### src/rtl/scaling_lut_arbiter.sv
// Round-robin arbiter/sequencer sharing one scaling-coefficient LUT among NUM_REQ requesters.
// Define SCALING_ARB_LAST_HIT_EN to add a last-result cache that bypasses the LUT on repeats.
module scaling_lut_arbiter #(
  parameter int NUM_REQ           = 3,
  parameter int COEFF_WIDTH       = 16,
  parameter int ERROR_SCALE_WIDTH = 32,
  parameter int LUT_LATENCY       = 1
) (
  input  logic                         clk,
  input  logic                         rst,
  input  logic [NUM_REQ-1:0]           req_valid,
  output logic [NUM_REQ-1:0]           req_ready,
  input  logic [3*NUM_REQ-1:0]         req_qp_rem,
  input  logic [5*NUM_REQ-1:0]         req_shift,
  input  logic [3*NUM_REQ-1:0]         req_bitdepth,
  output logic [2:0]                   lut_qp_rem,
  output logic [4:0]                   lut_shift,
  output logic [2:0]                   lut_bitdepth,
  output logic                         lut_enable,
  input  logic [COEFF_WIDTH-1:0]       lut_qcoef,
  input  logic [ERROR_SCALE_WIDTH-1:0] lut_errscale,
  output logic                         rsp_valid,
  input  logic                         rsp_ready,
  output logic [$clog2(NUM_REQ)-1:0]   rsp_id,
  output logic [COEFF_WIDTH-1:0]       rsp_qcoef,
  output logic [ERROR_SCALE_WIDTH-1:0] rsp_errscale,
  output logic                         rsp_clamped,
  output logic                         busy
);
  localparam int ID_W  = $clog2(NUM_REQ);
  localparam int CNT_W = 3;

  typedef enum logic [1:0] {S_IDLE, S_ISSUE, S_WAIT, S_RESP} state_t;

  state_t                       state_q, state_d;
  logic [ID_W-1:0]              last_grant_q, last_grant_d;
  logic [CNT_W-1:0]             cnt_q, cnt_d;
  logic [2:0]                   op_qp_q, op_qp_d;
  logic [4:0]                   op_shift_q, op_shift_d;
  logic [2:0]                   op_bd_q, op_bd_d;
  logic                         op_clamp_q, op_clamp_d;
  logic [ID_W-1:0]              op_id_q, op_id_d;
  logic [ID_W-1:0]              rsp_id_q, rsp_id_d;
  logic [COEFF_WIDTH-1:0]       rsp_qcoef_q, rsp_qcoef_d;
  logic [ERROR_SCALE_WIDTH-1:0] rsp_errscale_q, rsp_errscale_d;
  logic                         rsp_clamped_q, rsp_clamped_d;

  logic            win_found;
  logic [ID_W-1:0] win_idx;
  logic [2:0]      sel_qp_raw, sel_qp, sel_bd;
  logic [4:0]      sel_shift;
  logic            sel_clamp;

  // Search starts just past the previous winner so every requester gets a turn.
  always_comb begin
    int cand;
    cand      = 0;
    win_found = 1'b0;
    win_idx   = '0;
    for (int off = 1; off <= NUM_REQ; off++) begin
      cand = int'(last_grant_q) + off;
      if (cand >= NUM_REQ) cand = cand - NUM_REQ;
      if (!win_found && req_valid[ID_W'(cand)]) begin
        win_found = 1'b1;
        win_idx   = ID_W'(cand);
      end
    end
  end

  always_comb begin
    sel_qp_raw = '0;
    sel_shift  = '0;
    sel_bd     = '0;
    for (int i = 0; i < NUM_REQ; i++) begin
      if (win_idx == ID_W'(i)) begin
        sel_qp_raw = req_qp_rem[3*i +: 3];
        sel_shift  = req_shift[5*i +: 5];
        sel_bd     = req_bitdepth[3*i +: 3];
      end
    end
    sel_clamp = (sel_qp_raw > 3'd5);
    sel_qp    = sel_clamp ? 3'd5 : sel_qp_raw;
  end

`ifdef SCALING_ARB_LAST_HIT_EN
  logic                         cache_valid_q, cache_valid_d;
  logic [2:0]                   cache_qp_q, cache_qp_d;
  logic [4:0]                   cache_shift_q, cache_shift_d;
  logic [2:0]                   cache_bd_q, cache_bd_d;
  logic [COEFF_WIDTH-1:0]       cache_qcoef_q, cache_qcoef_d;
  logic [ERROR_SCALE_WIDTH-1:0] cache_errscale_q, cache_errscale_d;
  logic                         cache_hit;

  assign cache_hit = cache_valid_q && (cache_qp_q == sel_qp) &&
                     (cache_shift_q == sel_shift) && (cache_bd_q == sel_bd);
`endif

  always_comb begin
    // NOTE: every _d starts as its _q (and req_ready as 0) so no branch can infer a latch.
    state_d        = state_q;
    last_grant_d   = last_grant_q;
    cnt_d          = cnt_q;
    op_qp_d        = op_qp_q;
    op_shift_d     = op_shift_q;
    op_bd_d        = op_bd_q;
    op_clamp_d     = op_clamp_q;
    op_id_d        = op_id_q;
    rsp_id_d       = rsp_id_q;
    rsp_qcoef_d    = rsp_qcoef_q;
    rsp_errscale_d = rsp_errscale_q;
    rsp_clamped_d  = rsp_clamped_q;
    req_ready      = '0;
`ifdef SCALING_ARB_LAST_HIT_EN
    cache_valid_d    = cache_valid_q;
    cache_qp_d       = cache_qp_q;
    cache_shift_d    = cache_shift_q;
    cache_bd_d       = cache_bd_q;
    cache_qcoef_d    = cache_qcoef_q;
    cache_errscale_d = cache_errscale_q;
`endif
    case (state_q)
      S_IDLE: begin
        if (win_found && !rst) begin
          req_ready[win_idx] = 1'b1;
          last_grant_d       = win_idx;
          op_id_d            = win_idx;
          op_qp_d            = sel_qp;
          op_shift_d         = sel_shift;
          op_bd_d            = sel_bd;
          op_clamp_d         = sel_clamp;
`ifdef SCALING_ARB_LAST_HIT_EN
          if (cache_hit) begin
            rsp_id_d       = win_idx;
            rsp_qcoef_d    = cache_qcoef_q;
            rsp_errscale_d = cache_errscale_q;
            rsp_clamped_d  = sel_clamp;
            state_d        = S_RESP;
          end else begin
            state_d = S_ISSUE;
          end
`else
          state_d = S_ISSUE;
`endif
        end
      end
      S_ISSUE: begin
        cnt_d   = CNT_W'(LUT_LATENCY);
        state_d = S_WAIT;
      end
      S_WAIT: begin
        cnt_d = cnt_q - CNT_W'(1);
        if (cnt_q == CNT_W'(1)) begin
          rsp_id_d       = op_id_q;
          rsp_qcoef_d    = lut_qcoef;
          rsp_errscale_d = lut_errscale;
          rsp_clamped_d  = op_clamp_q;
          state_d        = S_RESP;
`ifdef SCALING_ARB_LAST_HIT_EN
          cache_valid_d    = 1'b1;
          cache_qp_d       = op_qp_q;
          cache_shift_d    = op_shift_q;
          cache_bd_d       = op_bd_q;
          cache_qcoef_d    = lut_qcoef;
          cache_errscale_d = lut_errscale;
`endif
        end
      end
      S_RESP: begin
        if (rsp_ready) state_d = S_IDLE;
      end
      default: state_d = S_IDLE;
    endcase
  end

  // NOTE: registers use non-blocking assignments so every flop samples pre-edge values.
  always_ff @(posedge clk or posedge rst) begin
    if (rst) begin
      state_q        <= S_IDLE;
      last_grant_q   <= ID_W'(NUM_REQ - 1);
      cnt_q          <= '0;
      op_qp_q        <= '0;
      op_shift_q     <= '0;
      op_bd_q        <= '0;
      op_clamp_q     <= 1'b0;
      op_id_q        <= '0;
      rsp_id_q       <= '0;
      rsp_qcoef_q    <= '0;
      rsp_errscale_q <= '0;
      rsp_clamped_q  <= 1'b0;
    end else begin
      state_q        <= state_d;
      last_grant_q   <= last_grant_d;
      cnt_q          <= cnt_d;
      op_qp_q        <= op_qp_d;
      op_shift_q     <= op_shift_d;
      op_bd_q        <= op_bd_d;
      op_clamp_q     <= op_clamp_d;
      op_id_q        <= op_id_d;
      rsp_id_q       <= rsp_id_d;
      rsp_qcoef_q    <= rsp_qcoef_d;
      rsp_errscale_q <= rsp_errscale_d;
      rsp_clamped_q  <= rsp_clamped_d;
    end
  end

`ifdef SCALING_ARB_LAST_HIT_EN
  // NOTE: only the valid bit matters after reset; the payload is reset too to keep outputs defined.
  always_ff @(posedge clk or posedge rst) begin
    if (rst) begin
      cache_valid_q    <= 1'b0;
      cache_qp_q       <= '0;
      cache_shift_q    <= '0;
      cache_bd_q       <= '0;
      cache_qcoef_q    <= '0;
      cache_errscale_q <= '0;
    end else begin
      cache_valid_q    <= cache_valid_d;
      cache_qp_q       <= cache_qp_d;
      cache_shift_q    <= cache_shift_d;
      cache_bd_q       <= cache_bd_d;
      cache_qcoef_q    <= cache_qcoef_d;
      cache_errscale_q <= cache_errscale_d;
    end
  end
`endif

  // LUT operands come straight from the latched registers so they cannot move mid-lookup.
  assign lut_qp_rem   = op_qp_q;
  assign lut_shift    = op_shift_q;
  assign lut_bitdepth = op_bd_q;
  assign lut_enable   = (state_q == S_ISSUE);
  assign rsp_valid    = (state_q == S_RESP);
  assign rsp_id       = rsp_id_q;
  assign rsp_qcoef    = rsp_qcoef_q;
  assign rsp_errscale = rsp_errscale_q;
  assign rsp_clamped  = rsp_clamped_q;
  assign busy         = (state_q != S_IDLE);

endmodule

### config.mk
export PLATFORM = sky130hd
export DESIGN_NAME = scaling_lut_arbiter
export DESIGN_NICKNAME = d
export VERILOG_FILES = /design/src/rtl/scaling_lut_arbiter.sv
export SDC_FILE = /design/constraint.sdc
export NUM_CORES = 1
export LEC_CHECK = 0
export ABC_AREA = 1
export BUFFER_PORTS_ARGS = -buffer_cell sky130_fd_sc_hd__buf_2
export CAP_MARGIN = 20
export CORE_MARGIN = 2
export CORE_UTILIZATION = 42
export CTS_CLUSTER_DIAMETER = 200
export DETAILED_ROUTE_END_ITERATION = 16
export GPL_ROUTABILITY_DRIVEN = 0
export PLACE_DENSITY = 0.76
export REMOVE_ABC_BUFFERS = 1
export SYNTH_ARGS = -nofsm -noshare
export SYNTH_HDL_FRONTEND = slang
export SYNTH_SLANG_ARGS = --single-unit
### constraint.sdc
create_clock -name clk -period 3.6 [get_ports clk]
set_clock_uncertainty 0.05 [all_clocks]
set_input_delay 0.72 -clock clk [delete_from_list [all_inputs] [get_ports clk]]
set_output_delay 0.72 -clock clk [all_outputs]
set_load 0.02 [all_outputs]
==> results.md, run 1 <==
* Status: completed
* DP HPWL at 6340 µm
* Maximum Capacitance Violations at 0
* Nets@finish at 559
* Synthesized flop and latch total at 71
* Mux share of post-synthesis cell area at 16.5%
* Avg WL per Cell at 14.5 µm
* Post-route cell area at 4420 µm²
* Top cells by area, synth: dfrtp_1 (52%), mux2_2 (16%), nand2_1 (7.6%), ha_1 (3.4%), nand3_1 (2.4%)
* PD cells at 1080 nW/µm²
* Fmax at 297 MHz
* H-Tree Depth at 3
* Antenna violations before repair at 1
* Die W at 93.3 µm
* Mapped Cells at 305
* Row cnt at 32
* Max_slew headroom at 40.5%
* Library cells used by synthesis at 35
* Final Cycle Share at 93.6%
* Worst-Margin Slew at 0.891 ns
* CTS tree: done
* Layout cells sized above 1 at 54.7%
* Commonest cells after routing, fill and taps aside: buf_2 (154), dfrtp_1 (70), nand2_1 (68), mux2_2 (49), inv_1 (17)
* Largest area contributor in the netlist: dfrtp_1
* Worst EP arrival at 2.60 ns
* Placement Cell Area at 4200 µm²
* First-pass GRT wire length at 12700 µm
* Vias per cell at 4.81
* Placed Cells incl. Taps at 554
* Min Tclk post-route at 3.37 ns
* Core area at 7730 µm²
* Pin count of the biggest net entering global routing at 72
* Util after Layout at 57.3%
* Synth Warn # at 0
* Compound-cell area share of the yosys netlist at 4.29%
* Synth Area in Simple Gates at 17.4%
* Port bufs at 154
* Synth top area share at 52.3%
* Die Area at 8710 µm²
* Synthesized area per cell at 11.0 µm²
* Crit path kind: register to primary output
* Clock root cell: clkbuf_8
* DRT Pass-1 Iters at 4
* Power Total at 0.00477 W
* Iter 0 DRT Violations at 63
* Fin. Hold Viols at 0
* Largest family of logic cells by synthesized area: simple AND/OR/NAND/NOR gates
* CP startpoint: last_grant_q[1]
* Antenna Cells at 0
* Syn-to-layout area delta at 32.0%
* Total CTS buffers at 9
* RSZ-0062 raised after global routing: no
* Die Span Y at 93.3 µm
* Routed Antenna Nets at 0
* CP max FO at 15
* Reg-to-Reg Start: last_grant_q[1]
* Lkg Pwr at 2.31 nW
* Fin. max-slew vios at 0
* Min-delay src: op_clamp_q
* Initial core utilization at 43.4%
* Synth Area in Adders at 3.36%
* Clock latency on the worst-skew pair at 0.33 ns
* CTS Buffer Depth at 2
* Crit path launch type: register
* Via count at 2740
* Max VDD drop at 480 µV
* Post-Synthesis Cell Area at 3350 µm²
* Worst path required time at 2.83 ns
* CTS sink count at 71
* Most common cell after layout, fill and taps aside: buf_2
* DRC at 0
* Vias in the first global route at 2675
* Min Hold Slack at 0.439 ns
* CTS clk-pin slew, worst paths at 0.08 ns
* GRT Util Overall at 18.8%
* Final setup fails at 0
* R2r setup slk at 1.16 ns
* Worst min-delay path class: register to register
* GRT Residual Overflow at 0
* Synth Area in XOR/XNOR at 0.261%
* Post-Layout Cell Count at 570
* Register area share after synthesis at 53.0%
* I/O pin cnt at 155
* Worst setup EP type: primary output
* Final WL at 8250 µm
-- registers in the layout, summed over array words and instances, names as in the netlist, 2 cells and up --
name	cells
cnt_q	3
state_q	2
last_grant_q	2
rsp_errscale	32
rsp_qcoef	16
lut_qp_rem	3
lut_bitdepth	3
rsp_id	2
lut_shift	5
-- critical path: stages, from the launching register on --
cell and delay [ns]:
dfstp_2 0.53, inv_1 0.06, ha_2 0.46, nand2_1 0.12
nand2_2 0.11, nand2_4 0.08, nand3_2 0.10, nand2_4 0.07
nor2_8 0.21, inv_4 0.13, nor2_1 0.19, buf_2 0.20
-- power breakdown --
| group | internal (W) | total, W | leakage, nW | switching (W) |
|---|---|---|---|---|
| Clock | 0.000395 | 0.000694 | 0.107 | 0.000299 |
| Combinational | 0.00102 | 0.00267 | 1.36 | 0.00165 |
| Sequential | 0.00121 | 0.00140 | 0.841 | 0.000195 |
| Total | 0.00263 | 0.00477 | 2.31 | 0.00214 |
-- layer usage --
metal	share of wire [%]	global-route usage, %	vias to the layer above	wire (µm)
met2	53	32.8	97	4340
met3	6.0	4.75	22	493
met1	39	22.3	1294	3210
li1	-	-	1325	-
met4	2.3	6.86	2	187
met5	0.16	0	-	13
-- logic make-up after synthesis --
| kind of cell | after synthesis |
|---|---|
| flops | 71 |
| fa+ha+maj | 9 |
| mux | 49 |
| xor+xnor | 1 |
| compound gates | 24 |
| buf+inv | 34 |
| simple gates | 117 |
-- stage by stage --
stage                     setup TNS (ns)  setup WS, ns
final                                  0         0.229
after global routing                   0        0.0335
after CTS                              0         0.137
after detailed placement               0         0.520
after global placement                 0         0.606
after floorplan                   -0.679        -0.378
-- path summary, 6_finish.rpt --
check,end,depth (start not counted)
hold reg to reg,op_clamp_q,2
setup reg to reg,lut_bitdepth[2],13
min in group asynchronous,op_id_q[1],3
hold / removal,op_clamp_q,2
max in group asynchronous,rsp_errscale[9],3
setup / recovery,req_ready[1],11
-- synth_stat cells (all sizes together) --
cell type	number
xor2	1
nor3	3
buf	10
o21bai	1
a22oi	1
o21a	1
nand2	80
nand4	2
dfstp	1
a31oi	1
ha	9
nand3	19
dfrtp	70
nor2	12
or2	1
inv	24
mux2	49
a21oi	6
o21ai	10
o22ai	4
-- cell type report --
| type | count | area (µm²) |
|---|---|---|
| fill | 683 | 3300 |
| sequential | 71 | 1780 |
| timing repair buffer | 157 | 793 |
| inverter | 24 | 97.6 |
| multi-input combinational | 200 | 1410 |
| clock inverter | 6 | 93.8 |
| clock buffer | 10 | 128 |
| tap | 102 | 128 |
-- timing repair --
item	CTS	global route
resized for setup	0	1
setup endpoints to repair	0	2
hold buffers	0	0
setup buffers	0	0
(Power assumes the default switching activity.)
==> run 2, diff against run 1 <==
--- a/config.mk
+++ b/config.mk
@@ -8,12 +8,14 @@
 export ABC_AREA = 1
 export BUFFER_PORTS_ARGS = -buffer_cell sky130_fd_sc_hd__buf_2
 export CAP_MARGIN = 20
+export CELL_PAD_IN_SITES_DETAIL_PLACEMENT = 0
+export CELL_PAD_IN_SITES_GLOBAL_PLACEMENT = 1
 export CORE_MARGIN = 2
-export CORE_UTILIZATION = 42
+export CORE_UTILIZATION = 31
 export CTS_CLUSTER_DIAMETER = 200
 export DETAILED_ROUTE_END_ITERATION = 16
 export GPL_ROUTABILITY_DRIVEN = 0
-export PLACE_DENSITY = 0.76
+export PLACE_DENSITY_LB_ADDON = 0.1
 export REMOVE_ABC_BUFFERS = 1
 export SYNTH_ARGS = -nofsm -noshare
 export SYNTH_HDL_FRONTEND = slang
==> results.md, run 2 (synthesis results as in run 1) <==
* Status: completed
* Worst hold path stage count at 2 (unchanged)
* Max_slew headroom at 38.7% (-1.9 points)
* Slowest cell on crit path: dfstp_2
* Reg area at 1780 µm² (unchanged)
* Routed Antenna Nets at 0 (unchanged)
* Clock latency on the worst-skew pair at 0.34 ns (about the same)
* R2R cell count at 13 (unchanged)
* Buf/Inv on CP at 3 (unchanged)
* Syn-to-layout area delta at 34.0%
* Post-route cell area at 4490 µm² (+1.6%)
* Vias in the first global route at 2622 (-2.0%)
* Placement Cell Area at 4240 µm² (+1.0%)
* Setup WS pre-CTS at 0.455 ns (-0.0649 ns)
* CTS tree: done
* Die W at 108 µm (+16%)
* Multi-input logic area at 1410 µm² (unchanged)
* Metal-1 WL at 3420 µm (+6.7%)
* DP HPWL at 6270 µm (-1.1%)
* Worst EP arrival at 2.67 ns (+0.07 ns)
* DRC at 0 (unchanged)
* Maximum Capacitance Violations at 0 (unchanged)
* CTS clk-pin slew, worst paths at 0.07 ns (about the same)
* Fmax at 291 MHz (-1.9%)
* Initial core utilization at 32.2% (-11 points)
* First-pass GRT wire length at 13000 µm (+2.4%)
* CP max FO at 15 (unchanged)
* GRT Residual Overflow at 0 (unchanged)
* Crit path launch type: register
* Worst-Margin Slew at 0.920 ns (+0.0290 ns)
* Iter 0 DRT Violations at 117 (+86%)
* Power Total at 0.00483 W (+1.2%)
* Commonest cells after routing, fill and taps aside: buf_2 (154), dfrtp_1 (70), nand2_1 (68), mux2_2 (49), inv_1 (17)
* CTS sink count at 71 (unchanged)
* Worst path required time at 2.83 ns (about the same)
* Worst min-delay path class: register to register
* Crit-path cells: inv_1 > ha_2 > nand2_1 > nand2_2 > nand2_4 > nand3_2 > nand2_4 > nor2_8 > inv_4 > nor2_1 > buf_2
* Met2 WL at 4110 µm (-5.4%)
* Crit path kind: register to primary output
* Core area at 10400 µm² (+35%)
* Crit-path max cell delay at 0.54 ns (about the same)
* I/O pin cnt at 155 (unchanged)
* Worst setup EP type: primary output
* DRT Pass-1 Iters at 6 (+2)
* Antenna violations before repair at 2 (+1)
* RSZ-0062 raised after global routing: no
* Hold EP: lut_bitdepth[0]
* Pin count of the biggest net entering global routing at 72 (unchanged)
* Total CTS buffers at 9 (unchanged)
* Avg WL per Cell at 13.8 µm (-4.5%)
* R2r setup slk at 1.14 ns (-0.02 ns)
* Setup WS post-layout at 0.163 ns (-0.0663 ns)
* Fin. max-slew vios at 0 (unchanged)
* Vias per cell at 4.42 (-8.1%)
* Fill count at 1068 (+56%)
* Port bufs at 154 (unchanged)
* Max reg flops at 32 (unchanged)
* PD cells at 1070 nW/µm² (-0.31%)
* Layout cells sized above 1 at 54.9% (+0.21 points)
* Reg-to-Reg Start: last_grant_q[1]
* Final setup fails at 0 (unchanged)
* H-Tree Depth at 3 (unchanged)
* Worst flop-to-flop path endpoint: lut_bitdepth[2]
* Row cnt at 37 (+16%)
* Nets@finish at 559 (unchanged)
* Lkg Pwr at 2.32 nW (+0.57%)
* Most common cell after layout, fill and taps aside: buf_2
* Die Span Y at 108 µm (+16%)
* Hold Buf Count CTS at 0 (unchanged)
* Largest delay share family, worst path: simple AND/OR/NAND/NOR gates
* Min Tclk post-route at 3.44 ns (+0.0663 ns)
* Fin. Hold Viols at 0 (unchanged)
* Final WL at 8360 µm (+1.4%)
* Die Area at 11700 µm² (+34%)
* Max VDD drop at 365 µV (-24%)
* DR top layer: met5
* Via count at 2674 (-2.4%)
* GRT Util Overall at 14.5% (-4.3 points)
* Critical Path Most Common Cell: nand2_4
* Final Cycle Share at 95.5% (+1.8 points)
* CTS Buffer Depth at 2 (unchanged)
* Met3 WL at 761 µm (+54%)
* Min-delay src: lut_bitdepth[0]
* Clock root cell: clkbuf_8
==> run 2: cell types whose count changed in the layout (fill, tap and decap cells not counted) <==
cell and change:
diode_2 +1, clkbuf_1 -1, clkinv_4 -1, clkinv_2 +2
inv_2 -1, bufinv_16 +1
==> run 2: worst min-delay path, cell delays in order (launching register included) <==
cell	delay [ns]
dfrtp_1	0.34
nand2_1	0.05
nand2_1	0.05
==> run 2: worst max-delay path by stage <==
stage / to / from / cells after the start
floorplan: req_ready[0] / rst / 5
global placement: req_ready[1] / last_grant_q[1] / 11
detailed placement: req_ready[1] / last_grant_q[1] / 11
CTS: req_ready[1] / last_grant_q[1] / 11
global route: req_ready[1] / last_grant_q[1] / 11
finish: req_ready[1] / last_grant_q[1] / 11
==> run 2: where the power goes <==
group / total, W / internal [W] / switching [W] / leakage [nW]
Combinational: 0.00266 / 0.00102 / 0.00163 / 1.36
Clock: 0.000774 / 0.000462 / 0.000311 / 0.120
Sequential: 0.00139 / 0.00121 / 0.000186 / 0.841
==> run 2: cell type report <==
class | instances | area share (%)
inverter | 24 | 2.20
sequential | 71 | 39.6
clock buffer | 9 | 2.76
clock inverter | 7 | 2.67
multi-input combinational | 200 | 31.3
timing repair buffer | 157 | 17.7
antenna | 1 | 0.0557
tap | 136 | 3.79
==> run 2: per-stage QoR <==
stage | cells | setup TNS, ns | hold slack [ns] | util [%]
6_report | 605 | 0 | 0.428 | 43.1
5_1_grt | 604 | 0 | 0.464 | 43.1
4_1_cts | 604 | 0 | 0.431 | 43.1
3_5_place_dp | 588 | 0 | 0.410 | 40.7
3_3_place_gp | 588 | 0 | 0.421 | 40.7
2_1_floorplan | 295 | -0.679 | 0.395 | -
==> run 2: per-layer routing <==
layer	track usage, %	vias up
met4	4.12	2
met3	5.73	6
li1	-	1317
met5	0	-
met1	17.4	1248
met2	24.1	101
==> run 2: repair_timing <==
item,4_1_cts,5_1_grt
gates resized for setup,0,1
setup endpoints to repair,0,2
setup buffers,0,0
==> run 3, diff against run 2 <==
--- a/config.mk
+++ b/config.mk
@@ -5,18 +5,18 @@
 export SDC_FILE = /design/constraint.sdc
 export NUM_CORES = 1
 export LEC_CHECK = 0
-export ABC_AREA = 1
 export BUFFER_PORTS_ARGS = -buffer_cell sky130_fd_sc_hd__buf_2
 export CAP_MARGIN = 20
 export CELL_PAD_IN_SITES_DETAIL_PLACEMENT = 0
 export CELL_PAD_IN_SITES_GLOBAL_PLACEMENT = 1
 export CORE_MARGIN = 2
-export CORE_UTILIZATION = 31
+export CORE_UTILIZATION = 32
 export CTS_CLUSTER_DIAMETER = 200
 export DETAILED_ROUTE_END_ITERATION = 16
 export GPL_ROUTABILITY_DRIVEN = 0
 export PLACE_DENSITY_LB_ADDON = 0.1
 export REMOVE_ABC_BUFFERS = 1
+export SLEW_MARGIN = 20
 export SYNTH_ARGS = -nofsm -noshare
 export SYNTH_HDL_FRONTEND = slang
 export SYNTH_SLANG_ARGS = --single-unit
==> results.md, run 3 <==
* Status: completed
* Final setup fails at 0 (unchanged)
* Largest area contributor in the netlist: dfrtp_1
* CTS tree: done
* Switch Pwr at 0.00177 W (-17%)
* CP max FO at 11 (-4)
* CTS clk-pin slew, worst paths at 0.08 ns (about the same)
* Min Tclk post-route at 3.36 ns (-0.0789 ns)
* Combinational power share at 52.4% (-2.7 points)
* GRT Residual Overflow at 0 (unchanged)
* Die Area at 11000 µm² (-5.5%)
* Synth Warn # at 0 (unchanged)
* Fin. Hold Viols at 0 (unchanged)
* Final WL at 7880 µm (-5.7%)
* Worst flop-to-flop path endpoint: lut_qp_rem[2]
* Worst min-delay path class: register to register
* Avg WL per Cell at 14.2 µm (+2.8%)
* Max_slew headroom at 47.1% (+8.4 points)
* Top cells by area, synth: dfrtp_1 (54%), mux2_2 (18%), ha_1 (3.5%), nand2_1 (2.8%), a21o_1 (2.3%)
* H-Tree Depth at 3 (unchanged)
* Post-synth EDFFs at 0 (unchanged)
* Pin count of the biggest net entering global routing at 37 (-49%)
* RSZ-0062 raised after global routing: no
* Synthesized area per cell at 12.6 µm² (+15%)
* PD cells at 974 nW/µm² (-9.3%)
* First-pass GRT wire length at 12600 µm (-3.0%)
* Post-Synthesis Cell Area at 3260 µm² (-2.7%)
* Routed Antenna Nets at 0 (unchanged)
* Nets@finish at 513 (-8.2%)
* Final Cycle Share at 93.3% (-2.2 points)
* CTS sink count at 71 (unchanged)
* Synth top cells by count: dfrtp_1 (70), mux2_2 (53), nand2_1 (24), inv_1 (13), nor2_1 (12)
* R2r setup slk at 0.86 ns (-0.28 ns)
* Worst setup EP type: primary output
* Clock latency on the worst-skew pair at 0.34 ns (about the same)
* Util after Layout at 44.4% (+1.3 points)
* Max VDD drop at 332 µV (-9.0%)
* Crit path kind: register to primary output
* Leading cell type by number of instances after synthesis: dfrtp_1
* Fmax at 298 MHz (+2.3%)
* Core area at 9820 µm² (-5.7%)
* R2R cell count at 7 (-6)
* Vias per cell at 4.66 (+5.5%)
* Main flop type after synthesis: dfrtp_1
* Initial core utilization at 33.2% (+1.0 points)
* DP HPWL at 5880 µm (-6.2%)
* Worst EP arrival at 2.59 ns (-0.08 ns)
* Pint at 0.00249 W (-7.7%)
* I/O pin cnt at 155 (unchanged)
* Worst-Margin Slew at 0.793 ns (-0.127 ns)
* Vias in the first global route at 2440 (-6.9%)
* Antenna violations before repair at 0 (-2)
* Row cnt at 36 (-2.7%)
* Clock root cell: clkbuf_8
* Crit path launch type: register
* Via count at 2588 (-3.2%)
* Register area share after synthesis at 54.5% (+1.5 points)
* Fill count at 1011 (-5.3%)
* Power Total at 0.00425 W (-12%)
* Crit-path cells: inv_1 > ha_2 > or2b_1 > a32oi_1 > a311o_2 > nor2_1 > buf_2
* Fraction of registers with async set/reset at 100% (unchanged)
* Lkg Pwr at 2.19 nW (-5.6%)
* DRC at 0 (unchanged)
* Mapped Cells at 258 (-15%)
* Max reg flops at 32 (unchanged)
* Die Span Y at 105 µm (-2.8%)
* Commonest cells after routing, fill and taps aside: buf_2 (154), dfrtp_1 (70), mux2_2 (53), nand2_1 (23)
* Total CTS buffers at 9 (unchanged)
* Critical Path End: req_ready[2]
* Setup tns final at 0 ns (unchanged)
* Clock share of power at 15.1% (-0.9 points)
* Seq pwr share at 32.5% (+3.6 points)
* Fin. max-slew vios at 0 (unchanged)
* Synth top area share at 53.7% (+1.4 points)
* Crit-path max cell delay at 0.56 ns (+0.02 ns)
* Worst path required time at 2.83 ns (about the same)
* Port bufs at 154 (unchanged)
* Library cells used by synthesis at 44 (+26%)
* Most common cell after layout, fill and taps aside: buf_2
* CTS Buffer Depth at 2 (unchanged)
* DRT Pass-1 Iters at 4 (-2)
* Syn-to-layout area delta at 33.8%
* Die W at 105 µm (-2.8%)
* CP startpoint: last_grant_q[1]
* Net Sw Frac at 41.5% (-2.6 points)
* Synthesized flop and latch total at 71 (unchanged)
* Slowest cell on crit path: dfstp_2
* Antenna Cells at 0 (-1)
* Reg-to-Reg Start: last_grant_q[1]
* Maximum Capacitance Violations at 0 (unchanged)
* Layout cells sized above 1 at 57.3% (+2.4 points)
* Iter 0 DRT Violations at 88 (-25%)
* GRT Util Overall at 14.4% (-0.071 points)
[run 3: cell types whose count changed in the layout (fill, tap and decap cells not counted), sizes merged, moves of 3 or more]
cell	previous run	this run
a21o	0	10
buf	157	160
o22ai	4	1
a21oi	6	2
a311oi	0	9
mux2	49	54
o21ai	10	7
nor2b	0	3
inv	24	15
nand3	19	2
nand2	80	24
[run 3: power groups by stage]
stage / sequential [W] / combinational [W] / clock [W]
floorplan: 0.00183 / 0.00113 / 0
global placement: 0.00139 / 0.00222 / 0
detailed placement: 0.00141 / 0.00225 / 0
CTS: 0.00139 / 0.00226 / 0.000664
global route: 0.00144 / 0.00241 / 0.000716
finish: 0.00138 / 0.00223 / 0.000641
[run 3: cell type report]
class / count / area, µm² / share of cell area [%]
Clock inverter: 6 / 67.6 / 1.55
Tap cell: 133 / 166 / 3.81
Sequential cell: 71 / 1780 / 40.7
Inverter: 13 / 48.8 / 1.12
Multi-Input combinational cell: 162 / 1360 / 31.2
Clock buffer: 10 / 128 / 2.92
Timing Repair Buffer: 160 / 816 / 18.7
[run 3: through the flow]
step           cell area [µm²]  worst slack (ns)  std cells  hold WS, ns
4_1_cts                   4360            0.0788        555        0.427
5_1_grt                   4360            0.0621        555        0.453
3_3_place_gp              4170             0.559        539        0.407
3_5_place_dp              4170             0.476        539        0.411
6_report                  4360             0.242        555        0.422
2_1_floorplan             3180             0.222        246        0.393
[run 3: logic make-up after synthesis]
logic type	synth area share [%]
fa+ha+maj	3.45
compound gates	11.3
buf+inv	3.99
mux	18.9
simple gates	7.79
flops	54.5
[run 3: timing repair]
item,in CTS,in global routing
buffers inserted,0,0
hold buffers,0,0
resized for setup,0,2
endpoints found under the setup margin,0,3
[run 3: layer usage]
layer	up-vias	wire (µm)	GRT usage, %
met1	1245	3730	19.7
met3	5	486	3.74
met5	-	0	0
li1	1235	-	-
met2	103	3600	22.3
met4	0	64	4.48
[run 3: worst min path at each step]
stage / startpoint / to / slack [ns] / cells past startpoint
after floorplan: op_clamp_q / op_clamp_q / 0.39 / 2
after global placement: lut_bitdepth[0] / lut_bitdepth[0] / 0.41 / 1
after detailed placement: lut_bitdepth[0] / lut_bitdepth[0] / 0.41 / 1
after CTS: lut_shift[1] / lut_shift[1] / 0.43 / 1
after global routing: lut_bitdepth[0] / lut_bitdepth[0] / 0.45 / 1
final: lut_shift[1] / lut_shift[1] / 0.42 / 1
[run 3: critical path: cells and delay by family, from the launching register on]
family          cells  cell delay [ns]
compound gates      2             0.61
flops               1             0.56
fa+ha+maj           1             0.45
simple gates        2             0.38
buf+inv             2             0.26
